`config.mk`:
```
export PLATFORM = sky130hd
export DESIGN_NAME = lsu_align
export DESIGN_NICKNAME = d
export VERILOG_FILES = /design/src/rtl/lsu_pkg.sv /design/src/rtl/lsu_align.sv
export SDC_FILE = /design/constraint.sdc
export NUM_CORES = 1
export LEC_CHECK = 0
export CAP_MARGIN = 5
export CELL_PAD_IN_SITES_DETAIL_PLACEMENT = 2
export CELL_PAD_IN_SITES_GLOBAL_PLACEMENT = 2
export CORE_UTILIZATION = 12
export DETAILED_ROUTE_END_ITERATION = 6
export PLACE_DENSITY_LB_ADDON = 0.1
export SETUP_SLACK_MARGIN = 0.5
export SYNTH_ARGS = -nofsm -noshare
export SYNTH_HDL_FRONTEND = slang
export SYNTH_SLANG_ARGS = --single-unit
export TNS_END_PERCENT = 20
```
`constraint.sdc`:
```
create_clock -name vclk -period 2.4
set_input_delay 0.48 -clock vclk [all_inputs]
set_output_delay 0.48 -clock vclk [all_outputs]
set_load 0.01 [all_outputs]
```
`src/rtl/lsu_pkg.sv`:
```
// Shared types for the load/store Wishbone initiator.
// Enumerates access sizes and the bus FSM states.
package lsu_pkg;

  typedef enum logic [1:0] {
    SIZE_BYTE = 2'd0,
    SIZE_HALF = 2'd1,
    SIZE_WORD = 2'd2,
    SIZE_RSVD = 2'd3
  } size_t;

  typedef enum logic [1:0] {
    STATE_IDLE = 2'd0,
    STATE_BUS  = 2'd1,
    STATE_RESP = 2'd2
  } lsu_state_t;

endpackage

```
`src/rtl/lsu_align.sv`:
```
// Byte-lane steering: sel/wdata generation, load extraction and
// extension, and the misalignment check. Purely combinational.
module lsu_align
  import lsu_pkg::*;
(
  input  size_t       size_in,
  input  logic [1:0]  addr_lo,
  input  logic [31:0] wdata_in,
  input  logic [31:0] rdata_in,
  input  logic        uns_in,
  output logic [3:0]  sel_out,
  output logic [31:0] wdata_out,
  output logic [31:0] rdata_out,
  output logic        misalign_out
);

  logic [7:0]  byte_v;
  logic [15:0] half_v;

  assign byte_v = rdata_in[{addr_lo, 3'b000} +: 8];
  assign half_v = addr_lo[1] ? rdata_in[31:16] : rdata_in[15:0];

  always_comb begin
    sel_out      = 4'b0000;
    wdata_out    = wdata_in;
    rdata_out    = 32'h0;
    misalign_out = 1'b0;
    unique case (size_in)
      SIZE_BYTE: begin
        sel_out   = 4'b0001 << addr_lo;
        wdata_out = {4{wdata_in[7:0]}};
        rdata_out = {{24{~uns_in & byte_v[7]}}, byte_v};
      end
      SIZE_HALF: begin
        misalign_out = addr_lo[0];
        sel_out      = addr_lo[1] ? 4'b1100 : 4'b0011;
        wdata_out    = {2{wdata_in[15:0]}};
        rdata_out    = {{16{~uns_in & half_v[15]}}, half_v};
      end
      SIZE_WORD: begin
        misalign_out = |addr_lo;
        sel_out      = 4'b1111;
        rdata_out    = rdata_in;
      end
      default: begin
        misalign_out = 1'b1;
      end
    endcase
  end

endmodule

```
==> reports/metrics.csv <==
stage;metric;value;unit
placement;dpl ws;-0.648;ns
route;Final ANT Viol Nets;0;
grt;largest net degree at the start of global routing;20;
finish;seq_cells;0;
sta;final worst setup slack;0.173;ns
route;Iter 0 DRT Violations;22;
pwr;P per Cell Area;200;mW/mm²
grt;first-pass GRT wire length;11300;µm
sta;Final Hold Viols;0;
critical_path;Worst Setup SP;addr_lo[1];
synthesis;Post-Syn Nets;237;
synthesis;Unique masters post-synth;27;
pwr;switching share of total power;43.6;%
pwr;Max IR drop VDD;0.0479;mV
finish;Area growth, synth to finish;145;%
critical_path;max incr delay on CP;0.56;ns
placement;global placer's final weighted congestion;0.724;
critical_path;CP top delay family;multiplexers;
synthesis;most common cell in the netlist;nand2_1;
critical_path;WP depth;5;
sta;Period minus WS final;2.23;ns
grt;grt ovf;0;
finish;count of nets after finishing;386;
finish;Final Non-Filler Cells;444;
critical_path;CP arrival;1.75;ns
hold_path;worst min-delay path category;input pin to primary output;
floorplanning;Core Box Area;0.00928;mm²
finish;number of clock buffers in the layout;0;
floorplanning;Die Span X;100;µm
critical_path;crit-path max FO;8;
critical_path;Critical Path RT;1.92;ns
sta;Worst Max-Slew Pin Slew;0.288;ns
pwr;P_sw;0.000246;W
sta;Final Setup Violations;0;
synthesis;Netlist Area Pre-Place;0.00116;mm²
sta;fmax;449;MHz
floorplanning;Initial Utilization;12.5;%
critical_path;worst-path cell chain;buf_8 -> mux4_2 -> and2_4 -> a211o_1 -> buf_2;
grt;vias in the first global route;2086;
synthesis;yosys warns;0;
critical_path;CP Class;input pin to primary output;
critical_path;startpoint types;input pin;
finish;number of diodes;0;
synthesis;Synth Instances;168;
synthesis;post-synth top area cell;mux2_2;
finish;Util after Layout;30.5;%
pwr;Final Power;0.000564;W
sta;Max Slew Vio Count;0;
floorplanning;io pins;138;
sta;normalized max-slew margin;80.5;%
placement;placed cells;440;
grt;antenna violations before repair;0;
route;via count;1915;
critical_path;Bufs and invs on worst path;2;
grt;total track usage;13.9;%
placement;port bufs;138;
synthesis;largest cells by area after synthesis;mux2_2 23%, a211o_1 12%, nand2_1 9.7%;
clock_tree;hold_buf cts;0;
synthesis;post-synth top area share;23.4;%
critical_path;Crit. End Element;primary output;
pwr;Combinational Power Share;100.0;%
sta;Fin Setup TNS;0;ns
synthesis;post-synthesis area per instance;6.88;µm²
route;via/cell ratio;4.31;
finish;share of cells above drive strength 1;35.6;%
floorplanning;num rows;35;
pwr;internal power;0.000318;W
finish;register area;0;µm²
sta;Tcrit/Tclk final;92.8;%
job;Max Cap Viol;0;
route;Routed Wire Length;7300;µm
floorplanning;die area;0.0100;mm²
route;TritonRoute pass-1 iters;4;
pwr;sequential cell fraction of total power;0;%
synthesis;top post-synthesis cells by count;30 x nand2_1, 24 x mux2_2, 16 x a211o_1;
route;DR DRC count;0;
floorplanning;Die Height;100;µm
placement;DP Wirelength;5830;µm
sta;unrepaired setup endpoints after global routing;true;
critical_path;Crit-path slowest cell;mux4_2;
critical_path;crit path to;rdata_out[24];
route;WL/cell;16.4;µm
synthesis;Seq/Total Area, Yosys;0;%
pwr;Clock Power Share;0;%
run_status;outcome;finished clean;
pwr;leakage power;1.43;nW
## layout make-up
type | count | area [µm²]
Fill cell | 1081 | 6450
Multi-Input combinational cell | 135 | 1090
Tap cell | 129 | 161
Timing Repair Buffer | 171 | 1540
Inverter | 9 | 33.8
## layout by cell type (no fill, tap or decap), types with 2 or more instances in the layout
cell type	n
buf_12	3
nand2_2	2
a21oi_1	3
nand2_1	28
nor2b_1	2
dlymetal6s2s_1	10
mux2_2	20
buf_4	24
buf_2	25
o311ai_2	5
inv_1	8
buf_8	2
clkbuf_2	5
o211ai_1	7
buf_6	9
nand4_1	7
o21ai_0	10
clkdlybuf4s15_1	2
clkdlybuf4s50_1	58
dlygate4sd2_1	32
a211o_1	16
nor2_1	6
mux2_4	4
mux2i_1	9
a221o_1	2
and2_4	4
## tightest hold or removal path: stages
cell     delay (ns)
buf_6          0.08
buf_4          0.09
a211o_1        0.10
buf_2          0.12
## per-layer routing
layer | vias up | routed length [µm] | GRT usage [%]
li1 | 915 | - | -
met1 | 914 | 3110 | 17.2
met2 | 82 | 3600 | 25.8
met3 | 4 | 536 | 2.72
met4 | 0 | 49 | 0.892
met5 | - | 0 | 0
## per-stage QoR
stage / area (µm²) / hold slack [ns]
2_1_floorplan: 1160 / 1.05
3_3_place_gp: 2810 / 1.91
3_5_place_dp: 2810 / 1.91
4_1_cts: 2790 / 1.35
5_1_grt: 2830 / 1.36
6_report: 2830 / 1.35
## worst min path at each step
| stage | from | end | slack, ns | cells after the start |
|---|---|---|---|---|
| 6_report | rdata_in[31] | rdata_out[31] | 1.35 | 4 |
| 3_3_place_gp | wdata_in[3] | wdata_out[3] | 1.91 | 2 |
| 5_1_grt | rdata_in[31] | rdata_out[31] | 1.36 | 4 |
| 2_1_floorplan | wdata_in[0] | wdata_out[0] | 1.05 | 1 |
| 3_5_place_dp | wdata_in[5] | wdata_out[5] | 1.91 | 2 |
| 4_1_cts | rdata_in[31] | rdata_out[31] | 1.35 | 4 |
## cell families (layout without fill, tap and decap cells)
kind of cell,after synthesis,in the layout,share of synthesized area [%]
and+or+nand+nor,52,54,20.6
buffers and inverters,35,180,15.8
muxes,34,34,33.1
AOI/OAI and AO/OA,47,47,30.5
## what timing repair did
item / CTS / global route
gates resized for setup: 209 / 28
endpoints found under the setup margin: 69 / 69
buffers inserted: 2 / 0
pin swaps: 3 / 2
gates cloned: 2 / 0
endpoints found under the hold margin: 0 / 0
## power groups by stage
stage / Sequential, W / Clock [W] / Combinational, W
floorplan: 0 / 0 / 0.000224
global placement: 0 / 0 / 0.000606
finish: 0 / 0 / 0.000564
global route: 0 / 0 / 0.000609
CTS: 0 / 0 / 0.000571
detailed placement: 0 / 0 / 0.000609
Note: power is estimated with default switching activity, not from simulation.
